### src/rtl/ahb_arbiter_2m.sv
// ---------------------------------------------------------------------------
// ahb_arbiter_2m
//
// Two-master AHB-Lite arbiter that lets two masters share the single AHB
// slave port of the AHB-to-APB bridge. One master owns the address phase at
// a time. Its address and control signals are muxed to the bridge. Write data
// is muxed by the data-phase owner, so a pending data phase always completes
// with the data of the master that issued it. Ownership is handed over after
// a bounded tenure, so neither master can monopolise the APB side.
//
// Parameters
//   MAX_BEATS       accepted transfers an owner may issue while the other
//                   master is waiting, before a forced handover (1..15)
//   DEFAULT_MASTER  park master, granted when nobody requests (0 or 1)
//
// Ports
//   Hclk, Hresetn           bus clock, asynchronous active-low reset
//   Hbusreq[1:0]            bus request, bit n from master n
//   Haddr0/1, Htrans0/1,
//   Hwrite0/1, Hwdata0/1    per-master address, control and write data
//   Hreadyout               ready from the bridge
//   Hgrant[1:0]             one-hot grant (address-phase owner)
//   Hmaster                 index of the address-phase owner
//   Haddr, Htrans, Hwrite   owner's address phase, to the bridge
//   Hwdata                  data-phase owner's write data, to the bridge
//   Hreadyin                to the bridge, equal to Hreadyout
//
// Optional feature (macro ARB_LOCK_EN)
//   Adds Hlock0/Hlock1 inputs and the Hmastlock output. While the owner
//   asserts its lock, the owner keeps the bus: no handover and no parking.
//   Tenure keeps counting but saturates.
// ---------------------------------------------------------------------------
module ahb_arbiter_2m #(
  parameter int unsigned MAX_BEATS      = 4,
  parameter int unsigned DEFAULT_MASTER = 0
) (
  input  logic        Hclk,
  input  logic        Hresetn,
  input  logic [1:0]  Hbusreq,
`ifdef ARB_LOCK_EN
  input  logic        Hlock0,
  input  logic        Hlock1,
  output logic        Hmastlock,
`endif
  input  logic [31:0] Haddr0,
  input  logic [31:0] Haddr1,
  input  logic [1:0]  Htrans0,
  input  logic [1:0]  Htrans1,
  input  logic        Hwrite0,
  input  logic        Hwrite1,
  input  logic [31:0] Hwdata0,
  input  logic [31:0] Hwdata1,
  input  logic        Hreadyout,
  output logic [1:0]  Hgrant,
  output logic        Hmaster,
  output logic [31:0] Haddr,
  output logic [1:0]  Htrans,
  output logic        Hwrite,
  output logic [31:0] Hwdata,
  output logic        Hreadyin
);

  localparam logic       DEF_M  = (DEFAULT_MASTER != 0);
  localparam logic [3:0] MAX_T  = 4'(MAX_BEATS);
  localparam logic [1:0] T_IDLE = 2'b00;

  // Tenure counter increment that sticks at MAX_BEATS.
  function automatic logic [3:0] sat_inc(input logic [3:0] t);
    return (t >= MAX_T) ? MAX_T : t + 4'd1;
  endfunction

  logic       owner;
  logic       data_owner;
  logic [3:0] tenure;

  logic       other;
  logic [1:0] trans_o;
  logic       req_o;
  logic       req_x;
  logic       lock_o;
  logic       beat;
  logic [3:0] tenure_nxt;
  logic       cond_a;
  logic       cond_b;
  logic       cond_c;
  logic       handover;
  logic       park;

  // Arbitration decision for the next ready edge.
  always_comb begin
    other   = ~owner;
    trans_o = owner ? Htrans1 : Htrans0;
    req_o   = Hbusreq[owner];
    req_x   = Hbusreq[other];
`ifdef ARB_LOCK_EN
    lock_o  = owner ? Hlock1 : Hlock0;
`else
    lock_o  = 1'b0;
`endif
    // Only NONSEQ/SEQ are beats; BUSY keeps the bus but does not consume tenure.
    beat       = trans_o[1];
    tenure_nxt = beat ? sat_inc(tenure) : tenure;

    cond_a = (trans_o == T_IDLE);
    cond_b = ~req_o;
    // Tenure includes the beat accepted on this edge, so the owner gets
    // exactly MAX_BEATS beats while the other master waits.
    cond_c = (tenure_nxt >= MAX_T);

    handover = req_x & ~lock_o & (cond_a | cond_b | cond_c);
    park     = (Hbusreq == 2'b00) & (owner != DEF_M) & cond_a & ~lock_o;
  end

  // All state only advances on a ready edge; a stalled transfer freezes
  // ownership, the data-phase select and tenure.
  always_ff @(posedge Hclk or negedge Hresetn) begin
    if (!Hresetn) begin
      owner      <= DEF_M;
      data_owner <= DEF_M;
      tenure     <= 4'd0;
    end else if (Hreadyout) begin
      data_owner <= owner;
      if (handover) begin
        owner  <= other;
        tenure <= 4'd0;
      end else if (park) begin
        owner  <= DEF_M;
        tenure <= 4'd0;
      end else begin
        tenure <= tenure_nxt;
      end
    end
  end

  // Bus muxing towards the bridge.
  always_comb begin
    Hgrant   = owner ? 2'b10 : 2'b01;
    Hmaster  = owner;
    Haddr    = owner ? Haddr1  : Haddr0;
    Hwrite   = owner ? Hwrite1 : Hwrite0;
    // No transfer may be presented while the bus is in reset.
    Htrans   = Hresetn ? trans_o : T_IDLE;
    Hwdata   = data_owner ? Hwdata1 : Hwdata0;
    Hreadyin = Hreadyout;
`ifdef ARB_LOCK_EN
    Hmastlock = Hresetn ? lock_o : 1'b0;
`endif
  end

endmodule

### config.mk
export PLATFORM = sky130hd
export DESIGN_NAME = ahb_arbiter_2m
export DESIGN_NICKNAME = d
export VERILOG_FILES = /design/src/rtl/ahb_arbiter_2m.sv
export SDC_FILE = /design/constraint.sdc
export NUM_CORES = 1
export LEC_CHECK = 0
export CORE_AREA = 2 2 81 83
export DETAILED_ROUTE_END_ITERATION = 16
export DIE_AREA = 0 0 83 85
export GPL_TIMING_DRIVEN = 0
export HOLD_SLACK_MARGIN = 0.12
export PLACE_DENSITY = 0.78
export SETUP_SLACK_MARGIN = 0.3
export SLEW_MARGIN = 40
export SYNTH_ARGS = -nofsm -noshare
export SYNTH_HDL_FRONTEND = slang
export SYNTH_SLANG_ARGS = --single-unit
### constraint.sdc
create_clock -name Hclk -period 2.5 [get_ports Hclk]
set_input_delay 0.375 -clock Hclk [delete_from_list [all_inputs] [get_ports Hclk]]
set_output_delay 0.375 -clock Hclk [all_outputs]
set_load 0.005 [all_outputs]
==> summary.txt <==
Run status
  • Outcome: finished clean

Finish
  • N_diodes: 0
  • Final non-filler cell total: 422
  • Share of layout cells above drive strength 1: 24.06%
  • Syn-to-layout area delta: 182.6%
  • Core Util, Final: around 58%
  • # fillers: between 500 and 600
  • Nets: 487

Critical path
  • Critical path, cell by cell: buf_6 > buf_4 > mux2_4 > and2_1 > clkdlybuf4s50_1
  • CP peak stage delay: ~0.45 ns
  • CP required: 2.12 ns
  • CP startpoint kind: register
  • Worst endpoint data arrival time: 1.78 ns
  • Family with the most delay on the worst path: buffers and inverters
  • Flop2flop setup slack: a little over 0.7 ns
  • Setup CP Type: register to output pin
  • WP buf/inv: 3
  • Critical Path Fanout Max: 8
  • CP max stage cell: clkdlybuf4s50_1
  • Crit path capture type: output pin

Yosys
  • Syn Std Cell Area: 0.001270 mm²
  • Yosys reg bits: 6
  • Sequential fraction of the synthesis area: about an eighth
  • Mapped Nets: 269
  • Distinct cells, synth: 35
  • Yosys top cell by area: mux2_2
  • EDFF count, synth: 0
  • Syn Inst Count: 129
  • Syn avg cell area: 9.845 µm²
  • Warnings, synthesis: 0
  • Primary FF master, synth: dfrtp_1
  • Synth async-reset ratio: 100.0%
  • Top cells by count, synth: mux2_2 (60), buf_2 (6), dfrtp_1 (6), mux2_1 (6)
  • Area fraction of the dominant cell type after synthesis: 53.20%
  • Top post-synthesis cells by area: mux2_2 (53%), dfrtp_1 (12%), mux2_1 (5.3%)
  • Most common cell in the netlist: mux2_2

Hold path
  • Hold Crit Class: register to register

Power and ir drop
  • Max IR drop VDD: approximately 280 µV
  • PwrDens: 565.2 mW/mm²
  • Leak: 1.456 nW

Global routing
  • GRT Overall Usage: 17.53%
  • Vias in the first global route: 1992
  • Congestion Overflow GR: 0
  • Largest net degree at the start of global routing: 11
  • First-pass GRT wire length: about 10 mm
  • Initial antenna violation count: 0

Route
  • Routed WL per cell: 15.75 µm
  • Antenna viol nets, final: 0
  • Vias: 1939
  • Drt initial violations: 36
  • TritonRoute pass-1 iters: 4
  • Drt drc: 0
  • WL final: 6.647 mm
  • Via density: 4.595

Clock tree
  • CTS sink count: 6
  • Clock buffer depth: 2
  • # H-tree levels: 1
  • CTS buffer count: 3
  • CTS tree: done
  • Clock latency on the worst-skew pair: about 0.22 ns
  • Clk root buf: clkbuf_8
  • Clock transition at path regs: 0.04 ns

Timing
  • RSZ-0062 raised after global routing: true
  • Setup Viol. Count Final: 0
  • Final Slew Violations: 0
  • Skew final: between 0.002 and 0.003 ns
  • Period utilization: 86.33%
  • Final Hold Viols: 0
  • Fmax: 0.4634 GHz
  • Slew @ Worst Pin: 0.3943 ns
  • Fin crit period: 2.158 ns
  • Max-Slew Margin vs Limit: 73.71%
  • Setup TNS: 0 ns
  • Hold_ws: 0.4829 ns

Place
  • # placed instances: 414
  • DP Wirelength: 5.711 mm
  • Placer congestion estimate: roughly 0.87
  • PortBufs: 208

Floorplanning
  • Die H: about 85 µm
  • Chip width: 83 µm
  • Core Region: 0.006205 mm²
  • Starting Density: between 20% and 30%
  • DIE AREA: 0.007055 mm²
  • Row count: 29
  • # IOs: 210

Run
  • Max-Cap Viols: 0
cell type report:
cell class              count  area [µm²]  area share, %
flip-flops and latches      6       150.1          4.184
repair buffers            213        2140          59.62
inverters                   4       15.01         0.4184
clock buffers               3       41.29          1.151
plain buffers              13       116.4          3.243
multi-input cells         106        1030          28.70
well taps                  77       96.34          2.685
cell families after synthesis:
| logic type | share of synthesized area [%] |
|---|---|
| buf+inv | 7.093 |
| mux | 61.28 |
| simple gates | 7.881 |
| flops | 11.82 |
| fa+ha+maj | 0.9851 |
| compound gates | 10.94 |
registers in the layout, indices dropped and copies added (netlist names):
| signal | cells |
|---|---|
| tenure | 4 |
| Hmaster | 1 |
| data_owner | 1 |
layout by cell type (no fill, tap or decap), types with 2 or more instances in the layout:
cell type and instances:
mux2_2 60, clkdlybuf4s50_1 201, o22a_1 2, dlymetal6s2s_1 7, inv_1 4, and2_1 2
mux2i_1 2, clkbuf_8 4, o211ai_1 2, mux2_1 6, buf_2 2, nor2_1 4
a21oi_1 3, o22ai_1 2, dfrtp_1 6, nand4_1 2, buf_4 9, nand3_1 3
worst paths after layout:
kind	cells past startpoint	endpoint	start
min in group asynchronous	2	tenure[2]	Hresetn
max reg2reg	7	tenure[0]	Hmaster
max	5	Htrans[1]	Hmaster
min reg2reg	1	tenure[0]	tenure[0]
max in group asynchronous	2	tenure[3]	Hresetn
min	1	tenure[0]	tenure[0]
power by group:
group | switching [W] | internal (W) | leakage, nW | total [W]
Combinational | 0.000564 | 0.00117 | 1.36 | 0.00174
Sequential | 0.0000184 | 0.000127 | 0.0762 | 0.000146
Clock | 0.0000422 | 0.000103 | 0.0216 | 0.000146
Total | 0.000624 | 0.00140 | 1.46 | 0.00203
timing repair:
item	in CTS	in global routing
setup buffers	2	2
hold endpoints to repair	0	6
gates cloned	0	0
hold buffers	0	1
setup endpoints to repair	64	27
gates resized for setup	12	8
layer usage:
metal	track usage [%]	part of all wire, %
met2	33.80	54
met4	3.577	1.9
met1	18.30	35
met3	6.226	9.5
met5	0	0
per-stage QoR:
stage / cell area [µm²] / worst slack (ns) / total power [W]
after floorplan: 1270 / 0.8523 / 0.0008955
after global routing: 3588 / 0.2454 / 0.002160
final: 3588 / 0.3418 / 0.002028
after CTS: 3541 / 0.2964 / 0.002036
after detailed placement: 3448 / 0.1896 / 0.001807
after global placement: 3448 / 0.1967 / 0.001777
No activity file was read; power rests on OpenSTA's default activity.
